==> src/rtl/tea_pkg.sv <==
// Shared constants, state enumeration and mode encoding for the TEA round scheduler.
package tea_pkg;

    localparam logic [31:0] TEA_DELTA  = 32'h9E3779B9;
    localparam int          TEA_ROUNDS = 32;

    typedef enum logic [2:0] {
        IDLE = 3'd0,
        SUM  = 3'd1,
        RES  = 3'd2,
        VUPD = 3'd3,
        DONE = 3'd4
    } tea_state_t;

    typedef enum logic {
        ENC = 1'b0,
        DEC = 1'b1
    } tea_mode_t;

    // Starting sum for decryption: the sum an encryption would end on.
    function automatic logic [31:0] dec_sum_init(input logic [31:0] delta, input int unsigned rounds);
        logic [63:0] prod;
        prod = 64'(delta) * 64'(rounds);
        return prod[31:0];
    endfunction

endpackage

==> src/rtl/tea_rr_arb.sv <==
// Two-way round-robin arbiter: picks a winner among the requests and remembers the last grant.
module tea_rr_arb (
    input  logic       clk,
    input  logic       resetn,
    input  logic [1:0] req,
    input  logic       take,
    output logic [1:0] winner
);

    logic last_gnt;

    // On a tie the requester that did not win last time goes first.
    always_comb begin
        winner = 2'b00;
        case (req)
            2'b01:   winner = 2'b01;
            2'b10:   winner = 2'b10;
            2'b11:   winner = last_gnt ? 2'b01 : 2'b10;
            default: winner = 2'b00;
        endcase
    end

    always_ff @(posedge clk or negedge resetn) begin
        if (!resetn) begin
            last_gnt <= 1'b1;
        end else if (take && (req != 2'b00)) begin
            last_gnt <= winner[1];
        end
    end

endmodule

==> src/rtl/tea_round_scheduler.sv <==
// Round scheduler for a shared TEA datapath: arbitrates two requesters and sequences the per-round strobes.
module tea_round_scheduler
    import tea_pkg::*;
#(
    parameter int          ROUNDS = TEA_ROUNDS,
    parameter logic [31:0] DELTA  = TEA_DELTA
) (
    input  logic        clk,
    input  logic        resetn,
    input  logic [1:0]  req,
    input  logic [1:0]  req_mode,
    input  logic        abort,
    output logic [1:0]  gnt,
    output logic        busy,
    output logic        ld_sum_enc,
    output logic        ld_sum_dec,
    output logic        ld_results,
    output logic        ld_v_enc,
    output logic        ld_v_dec,
    output logic [31:0] sum,
    output logic [5:0]  round,
    output logic [1:0]  done
);

    localparam logic [5:0]  ROUNDS_W     = 6'(ROUNDS);
    localparam logic [31:0] SUM_DEC_INIT = dec_sum_init(DELTA, ROUNDS);

    tea_state_t state, state_next;
    tea_mode_t  mode;
    logic [1:0] winner;
    logic       grant;
    logic       abort_clr;
    logic [5:0] round_inc;
    tea_mode_t  win_mode;

    tea_rr_arb u_arb (
        .clk    (clk),
        .resetn (resetn),
        .req    (req),
        .take   (grant),
        .winner (winner)
    );

    assign round_inc = round + 6'd1;
    assign win_mode  = tea_mode_t'(req_mode[winner[1]]);

    always_ff @(posedge clk or negedge resetn) begin
        if (!resetn) begin
            state <= IDLE;
        end else begin
            state <= state_next;
        end
    end

    // Encrypt runs SUM->RES->VUPD per round; decrypt runs RES->VUPD->SUM.
    always_comb begin
        state_next = state;
        grant      = 1'b0;
        abort_clr  = 1'b0;
        busy       = (state != IDLE);
        ld_sum_enc = 1'b0;
        ld_sum_dec = 1'b0;
        ld_results = 1'b0;
        ld_v_enc   = 1'b0;
        ld_v_dec   = 1'b0;
        done       = 2'b00;
        case (state)
            IDLE: begin
                if (req != 2'b00) begin
                    grant      = 1'b1;
                    state_next = (win_mode == DEC) ? RES : SUM;
                end
            end
            SUM: begin
                ld_sum_enc = (mode == ENC);
                ld_sum_dec = (mode == DEC);
                if (mode == ENC) begin
                    state_next = RES;
                end else begin
                    state_next = (round_inc == ROUNDS_W) ? DONE : RES;
                end
            end
            RES: begin
                ld_results = 1'b1;
                state_next = VUPD;
            end
            VUPD: begin
                ld_v_enc = (mode == ENC);
                ld_v_dec = (mode == DEC);
                if (mode == ENC) begin
                    state_next = (round == ROUNDS_W) ? DONE : SUM;
                end else begin
                    state_next = SUM;
                end
            end
            DONE: begin
                done       = gnt;
                state_next = IDLE;
            end
            default: state_next = IDLE;
        endcase
        if (abort && (state inside {SUM, RES, VUPD})) begin
            state_next = IDLE;
            abort_clr  = 1'b1;
        end
    end

    always_ff @(posedge clk or negedge resetn) begin
        if (!resetn) begin
            gnt   <= 2'b00;
            mode  <= ENC;
            sum   <= 32'd0;
            round <= 6'd0;
        end else if (abort_clr) begin
            gnt   <= 2'b00;
            sum   <= 32'd0;
            round <= 6'd0;
        end else begin
            case (state)
                IDLE: begin
                    if (grant) begin
                        gnt   <= winner;
                        mode  <= win_mode;
                        round <= 6'd0;
                        sum   <= (win_mode == DEC) ? SUM_DEC_INIT : 32'd0;
                    end
                end
                SUM: begin
                    round <= round_inc;
                    sum   <= (mode == ENC) ? (sum + DELTA) : (sum - DELTA);
                end
                DONE:    gnt <= 2'b00;
                default: ;
            endcase
        end
    end

endmodule

==> config.mk <==
export PLATFORM = sky130hd
export DESIGN_NAME = tea_round_scheduler
export DESIGN_NICKNAME = d
export VERILOG_FILES = /design/src/rtl/tea_pkg.sv /design/src/rtl/tea_rr_arb.sv /design/src/rtl/tea_round_scheduler.sv
export SDC_FILE = /design/constraint.sdc
export NUM_CORES = 1
export LEC_CHECK = 0
export ABC_AREA = 1
export CAP_MARGIN = 20
export CORE_AREA = 4 4 90 92
export DETAILED_ROUTE_END_ITERATION = 10
export DIE_AREA = 0 0 94 96
export GPL_TIMING_DRIVEN = 0
export PLACE_DENSITY = 0.84
export REMOVE_ABC_BUFFERS = 1
export SLEW_MARGIN = 40
export SYNTH_ARGS = -nofsm -noshare
export SYNTH_HDL_FRONTEND = slang
export SYNTH_HIERARCHICAL = 1
export SYNTH_SLANG_ARGS = --single-unit
==> constraint.sdc <==
create_clock -name clk -period 6.35 [get_ports clk]
set_clock_uncertainty 0.2 [all_clocks]
set_input_delay 1.905 -clock clk [delete_from_list [all_inputs] [get_ports clk]]
set_output_delay 1.905 -clock clk [all_outputs]
set_load 0.02 [all_outputs]
## Yosys cells after proc, flatten, opt, wreduce, memory -nomap -nowiden

Cells that the tools add are included.

| storage, ports and cells | value |
|---|---|
| bits in registers | 45 |
| bits in latches | 0 |
| RAM bits | 0 |
| ROM bits | 0 |
| input bits | 7 |
| output and inout bits | 48 |
| logic and storage cells | 66 |
| memories kept | 0 |

| operators by class | value |
|---|---|
| add/subtract/negate cells | 3 |
| multiply operators | 0 |
| div/mod/pow operators | 0 |
| order comparisons | 1 |
| eq/ne operators | 11 |
| shift-type cells | 0 |
| muxes and demuxes | 32 |
| bitwise logic cells | 2 |
| reduce and logical (&&, ||, !) cells | 11 |

Operators by type and width:

| cell | count |
|---|---|
| $mux 32 | 4 |
| $pmux 32 s2 | 1 |
| $add 32x32->32 const B | 1 |
| $sub 32x32->32 const B | 1 |
| $mux 3 | 6 |
| $eq 6x6->1 const B | 2 |
| $mux 6 | 2 |
| $pmux 3 s4 | 1 |
| $pmux 6 s2 | 1 |
| $reduce_bool 3->1 | 4 |
| $mux 1 | 10 |
| $mux 2 | 5 |
| $add 6x1->6 const B | 1 |
| $eq 3x2->1 const B | 2 |
| $pmux 2 s3 | 1 |
| $eq 2x2->1 const B | 2 |
| $pmux 2 s2 | 1 |
| $reduce_and 2->1 | 2 |
| $eq 3x1->1 const B | 1 |
| $eq 3x3->1 const B | 1 |
| $logic_not 3->1 | 1 |
| $ne 3x2->1 const B | 1 |
| $ne 3x3->1 const B | 1 |
| $reduce_and 3->1 | 1 |
| 5 further kinds | 7 |

## Depth between registers and ports, before layout

Gate-level depths: netlist of the first run.

| depth | value |
|---|---|
| word-level depth | 8 |
| gate-level depth with buffers | 14 |
| gate-level depth less buffers | 14 |

## Hierarchy

Netlist of the first run, hierarchy kept.

Modules (own cells, without submodules):

| module | instances | cells each | area each (um^2) | seq. area each (um^2) |
|---|---|---|---|---|
| tea_round_scheduler | 1 | 699 | 4225.3 | 1101.1 |
| tea_rr_arb | 1 | 9 | 66.3 | 26.3 |

## Worst setup path after synthesis of the first run

OpenSTA, ideal clock, no wires.

| path | value |
|---|---|
| kind | register to output |
| start point | register mode |
| end point | output ld_sum_dec |
| arrival time | 1.369 ns |
| required time | 4.245 ns |
| path slack | 2.876 ns |
| cell stages (with the launch flop) | 3 |
| buffers on the path | 0 |
| cell sequence | dfrtp_1 -> inv_1 -> nor2_1 |

| between the ends | value |
|---|---|
| longest elaborated chain between the ends | 1 |

Ends and longest elaborated chain:

| what | RTL line | text |
|---|---|---|
| start, declared | tea_round_scheduler.sv:29 | `tea_mode_t mode;` |
| start signal, assigned | tea_round_scheduler.sv:123 | `mode <= win_mode;` |
| $mux 1 | tea_round_scheduler.sv:67 | `case (state)` |
| end, declared | tea_round_scheduler.sv:16 | `output logic ld_sum_dec,` |

Every way passes these cells.

## Worst setup path in the final report of the first run

| path | value |
|---|---|
| start point | register state[2] |
| end point | output ld_sum_dec |

| between the ends | value |
|---|---|
| longest elaborated chain between the ends | 2 |

Ends and longest elaborated chain:

| what | RTL line | text |
|---|---|---|
| start, declared | tea_round_scheduler.sv:28 | `tea_state_t state, state_next;` |
| start signal, assigned | tea_round_scheduler.sv:51 | `state <= state_next;` |
| $eq 3x1->1 | tea_round_scheduler.sv:67 |  |
| $mux 1 | tea_round_scheduler.sv:67 |  |

Every way passes these cells.

==> results of run 1 <==
## layer usage
metal	share of wire	global-route usage	up-vias
met5	0	0	-
met4	0.025	0.107	0
met3	0.062	0.0446	34
met2	0.47	0.479	199
met1	0.44	0.340	2080
li1	-	-	2319
## layout make-up
| cell class | instances | area share |
|---|---|---|
| well taps | 99 | 0.0244 |
| inverters | 118 | 0.0878 |
| clock buffers | 6 | 0.0163 |
| clock inverters | 2 | 0.00740 |
| repair buffers | 56 | 0.113 |
| multi-input cells | 539 | 0.529 |
| flip-flops and latches | 45 | 0.222 |
## metrics by stage
| stage | area, um2 | hold WS (ps) | setup WS [ps] |
|---|---|---|---|
| final | 5070 | 264 | 2040 |
| after detailed placement | 4950 | 253 | 1950 |
| after global placement | 4910 | 252 | 1440 |
| after floorplan | 4250 | 242 | 2680 |
| after CTS | 5070 | 267 | 1660 |
| after global routing | 5070 | 277 | 1910 |
## worst register-to-register path, stage by stage (launching register included)
cell and delay, ps:
sky130_fd_sc_hd__dfrtp_2 690, sky130_fd_sc_hd__inv_2 390, sky130_fd_sc_hd__ha_1 450, sky130_fd_sc_hd__nand2_1 110, sky130_fd_sc_hd__inv_1 50, sky130_fd_sc_hd__a21oi_1 260, sky130_fd_sc_hd__nand3_1 270, sky130_fd_sc_hd__nand3_1 170
sky130_fd_sc_hd__nand2_1 60, sky130_fd_sc_hd__nand2_1 50, sky130_fd_sc_hd__nand3_1 100, sky130_fd_sc_hd__nand2_1 80, sky130_fd_sc_hd__nand2_1 50
## flip-flops by register name, indices dropped and copies added, names as in the netlist
register        flops
u_arb/last_gnt      1
sum                32
round               6
mode                1
gnt                 2
state               3
## cells by family after synthesis
kind of cell | Yosys count
and+or+nand+nor | 416
xor gates and xnor gates | 11
DFF | 45
AOI/OAI and AO/OA | 78
adders and majority gates | 34
buffers and inverters | 124
## how the worst min path moves through the flow
| stage | start | end | cells after the start |
|---|---|---|---|
| final | u_arb/last_gnt | u_arb/last_gnt | 2 |
| after global routing | u_arb/last_gnt | u_arb/last_gnt | 2 |
| after CTS | u_arb/last_gnt | u_arb/last_gnt | 2 |
| after detailed placement | u_arb/last_gnt | u_arb/last_gnt | 2 |
| after global placement | u_arb/last_gnt | u_arb/last_gnt | 2 |
| after floorplan | u_arb/last_gnt | u_arb/last_gnt | 2 |
## placed cells by master (no fill, tap or decap), types with 5 or more instances in the layout
cell type / instances
sky130_fd_sc_hd__xor2_1: 7
sky130_fd_sc_hd__nor2_1: 66
sky130_fd_sc_hd__clkdlybuf4s50_1: 53
sky130_fd_sc_hd__a21oi_1: 34
sky130_fd_sc_hd__o21ai_0: 25
sky130_fd_sc_hd__o21bai_1: 5
sky130_fd_sc_hd__clkbuf_8: 6
sky130_fd_sc_hd__nand2_1: 276
sky130_fd_sc_hd__nand3_1: 45
sky130_fd_sc_hd__nor3_1: 8
sky130_fd_sc_hd__dfrtp_1: 43
sky130_fd_sc_hd__inv_1: 114
sky130_fd_sc_hd__o21ai_1: 5
sky130_fd_sc_hd__ha_1: 33
==> run metrics, run 1 <==
arrival time at the worst endpoint=2200 ps; Setup crit end kind=primary output; type of the worst min-delay path=reg2reg; antenna diode instance count=0; TritonCTS clock tree=done; slew at the pin closest to its max-slew limit=779 ps; number of storage elements in the synthesis netlist=45; area of the mapped netlist=0.00429 mm2; Final Wtd Congestion=0.988; Worst Reg2Reg Path Length in Cells=12; Post-CTS Hold Buffers=0; Final HPWL DP=9100 um; number of hold-slack violations in the final timing report=0; non-filler cells, final=865; starting utilization of the core area=0.595; # resized after CTS=0; Layout Utilization=0.703; Post-CTS Setup Inserts=0; first-pass GRT wire length=19,700 um; dominant combinational cell family by area after synthesis=simple AND/OR/NAND/NOR gates; clock tree root driver cell=sky130_fd_sc_hd__clkbuf_8; core area=0.00721 mm2; Total Routed Length=11,900 um; Remaining Overflow, GRT=0; number of antenna violations at the first check in global routing=0; Synth Area in Simple Gates=0.401; Worst-Skew Late Latency=310 ps; Unique masters post-synth=37; number of global-route vias before repair=4,414; sequential area share after synthesis=0.263; final setup fails=0; Top FF cell, synth=sky130_fd_sc_hd__dfrtp_1; number of clock buffers inserted by TritonCTS=5; num ports=55; clock sink count=45; worst path cell trace=nor3_4 -> inv_4 -> nor2_1 -> clkdlybuf4s50_1; final critical path time including I/O delays and setup=4310 ps; Critical Path Slowest Stage Cell=sky130_fd_sc_hd__clkdlybuf4s50_1; max capacitance violation total=0; setup repair after global routing missed its margin=no; largest net degree at the start of global routing=33; Critical Path Fanout Max=10; placed cell count=857; total area of sequential cells=0.00113 mm2; number of warnings issued by yosys=6; worst-case headroom to the max-slew limit=0.480; count of vias placed by the detailed router=4,632; biggest area consumer among synthesized cells=sky130_fd_sc_hd__dfrtp_1; reg-to-reg slack, setup=3320 ps; share of cells above drive strength 1=0.0352; Net count, final=806; destination of the critical timing path=ld_sum_dec; most used standard cell by instance count after synthesis=sky130_fd_sc_hd__nand2_1; Synth top area share=0.257; TNS Setup=0 ps; maximum buffer depth of the clock tree=2; number of iterations in the first detailed-routing pass=6; number of buffers added on ports=54; CTS HTree Levels=2; capture instance of the worst register-to-register path=sum[17]; logic depth of the worst path, buffers included=4; area occupied by multi-input gates=0.00268 mm2; Req. time, crit path=4240 ps; die area=0.00902 mm2; Placement Rows=31; Avg Vias per Cell=5.35; Final Max Tran Viols=0; post-synthesis adder-cell area fraction=0.101; Chip Width=94 um; DRC errors left=0; reg-to-reg critical path startpoint=mode; Syn Inst Count=708; multiplexer area fraction after synthesis=0; routed wire length per instance=13.8 um; biggest area contributors in the synthesized netlist=sky130_fd_sc_hd__dfrtp_1, sky130_fd_sc_hd__nand2_1, sky130_fd_sc_hd__inv_1; Async SR Flop Fraction=1.00; type of the worst setup path=reg2out; number of nets with antenna violations after routing=0; final period utilization=0.679; Synth Area in Compound Gates=0.0991; list of most frequent post-synthesis cells=sky130_fd_sc_hd__nand2_1, sky130_fd_sc_hd__inv_1, sky130_fd_sc_hd__nor2_1, sky130_fd_sc_hd__nand3_1, sky130_fd_sc_hd__dfrtp_1; gr usage total=0.275; Max Freq=0.232 GHz; EDFF count, synth=0; clock-pin slew on the worst setup and hold paths=90 ps; slowest cell delay on critical path=610 ps; mean instance size in the synthesized netlist=6.06 um2; Layout Area Growth over Synthesis=18.2%; die span in y=96 um; worst path buffer plus inverter count=2; startpoint class of the critical path=flip-flop; run status=finished clean; # fillers=668; post-synthesis xor/xnor area fraction=0.0224; family of cells with the greatest summed delay on the critical path=buffers and inverters; launch point of the worst path=state[2]; Initial DRC Count=341
Power of run 1 is not shown: default switching activity piles up to over one toggle a cycle in this logic, so the estimate is an artifact.
==> run 2: changes to the inputs <==
- CORE_AREA: 4 4 90 92 -> 4 4 92 94
- DIE_AREA: 0 0 94 96 -> 0 0 96 98
- PLACE_DENSITY: 0.84 -> 0.81
- clock period: 6.35 -> 4.5 ns (I/O delays scaled with it)
==> run 2 against run 1 <==
First-iteration DRC count up 23%. Die area rose by 4.3%. Global-route usage down 0.98 points. Utilization is 4.1 points lower. Non-clock buffer count unchanged. Flip-flop and latch count did not move. Critical path depth stayed put. Critical endpoint is now ld_sum_enc.
==> run metrics, run 2 (same netlist as run 1, synthesis figures left out) <==
CTS HTree Levels=2; total area of sequential cells=0.00113 mm2; largest net degree at the start of global routing=33; setup repair after global routing missed its margin=no; starting utilization of the core area=0.561; Top Layer Used=met4; Layout Area Growth over Synthesis=17.9%; Remaining Overflow, GRT=0; Metal-1 WL=5220 um; Critical Path Fanout Max=11; die span in y=98 um; final critical path time including I/O delays and setup=3840 ps; antenna diode instance count=0; post-place setup slack=618 ps; Avg Vias per Cell=5.19; area occupied by multi-input gates=0.00268 mm2; slew at the pin closest to its max-slew limit=771 ps; Post-CTS Hold Buffers=0; Post-CTS Setup Inserts=0; met2 WL=5450 um; number of global-route vias before repair=4,383; num ports=55; final period utilization=0.854; number of iterations in the first detailed-routing pass=5; maximum buffer depth of the clock tree=2; most common cell after layout, fill and taps aside=sky130_fd_sc_hd__nand2_1; DRC errors left=0; most flop-heavy register=sum; Final Max Tran Viols=0; number of nets with antenna violations after routing=0; Worst-Skew Late Latency=310 ps; # fillers=733; clock sink count=45; Total Routed Length=11,600 um; met3 routed wirelength=705 um; type of the worst setup path=reg2out; Max Freq=0.260 GHz; clock tree root driver cell=sky130_fd_sc_hd__clkbuf_8; number of hold-slack violations in the final timing report=0; routed wire length per instance=13.4 um; startpoint class of the critical path=flip-flop; Initial DRC Count=421; share of cells above drive strength 1=0.0339; Worst Reg2Reg Path Length in Cells=12; TritonCTS clock tree=done; Final Wtd Congestion=1.00; worst-case headroom to the max-slew limit=0.485; Final HPWL DP=9030 um; max capacitance violation total=0; Chip Width=96 um; run status=finished clean; first-pass GRT wire length=20,000 um; Req. time, crit path=2950 ps; die area=0.00941 mm2; clock-pin slew on the worst setup and hold paths=90 ps; top library cells by usage in the layout, fill and taps aside=sky130_fd_sc_hd__nand2_1, sky130_fd_sc_hd__inv_1, sky130_fd_sc_hd__nor2_1; TNS Setup=0 ps; max FFs per register=32; count of vias placed by the detailed router=4,506; gr usage total=0.265; arrival time at the worst endpoint=2290 ps; post-route worst setup slack=658 ps; core area=0.00765 mm2; Placement Rows=32; # resized after CTS=0; Regs by FF count=sum x32, round x6, state x3; number of antenna violations at the first check in global routing=0; number of clock buffers inserted by TritonCTS=5; Min-Delay Path Depth=2; number of buffers added on ports=54; type of the worst min-delay path=reg2reg; reg-to-reg slack, setup=1430 ps; Net count, final=806; final setup fails=0; Setup crit end kind=primary output
## run 2: cell count changes in the layout (fill, tap and decap cells not counted)
cell	delta
sky130_fd_sc_hd__buf_8	-1
sky130_fd_sc_hd__buf_6	+1
sky130_fd_sc_hd__clkbuf_1	+1
sky130_fd_sc_hd__clkinv_2	+1
sky130_fd_sc_hd__clkbuf_8	-1
sky130_fd_sc_hd__clkinvlp_4	-1
## run 2: final cells by class
type                       count  area share
multi-input combinational    539       0.530
tap                          102      0.0252
clock inverter                 2     0.00692
inverter                     118      0.0880
clock buffer                   6      0.0143
timing repair buffer          56       0.113
sequential                    45       0.223
## run 2: layer usage
layer | up-vias | track usage
li1 | 2326 | -
met5 | - | 0
met4 | 0 | 0.0908
met1 | 2022 | 0.354
met3 | 22 | 0.0431
met2 | 136 | 0.429
## run 2: worst max-delay path, cell delays in order (launching register included)
cell	delay, ps
sky130_fd_sc_hd__dfrtp_1	510
sky130_fd_sc_hd__nor3_4	590
sky130_fd_sc_hd__inv_4	150
sky130_fd_sc_hd__nor2_1	120
sky130_fd_sc_hd__clkdlybuf4s50_1	620
## run 2: path summary, 6_finish.rpt
check | startpoint | to
max | state[2] | ld_sum_enc
min | u_arb/last_gnt | u_arb/last_gnt
max reg2reg | mode | sum[25]
min reg2reg | u_arb/last_gnt | u_arb/last_gnt
max in group asynchronous | resetn | u_arb/last_gnt
min in group asynchronous | resetn | sum[11]
## run 2: per-stage QoR
step           cell area (um2)   util  instances  hold slack [ps]
4_1_cts                   5060  0.661        868              267
3_3_place_gp              4920  0.643        858              252
3_5_place_dp              4950  0.647        860              254
6_report                  5060  0.662        868              265
2_1_floorplan             4250      -        702              242
5_1_grt                   5060  0.662        868              280
Power of run 2 is left out for the same reason.
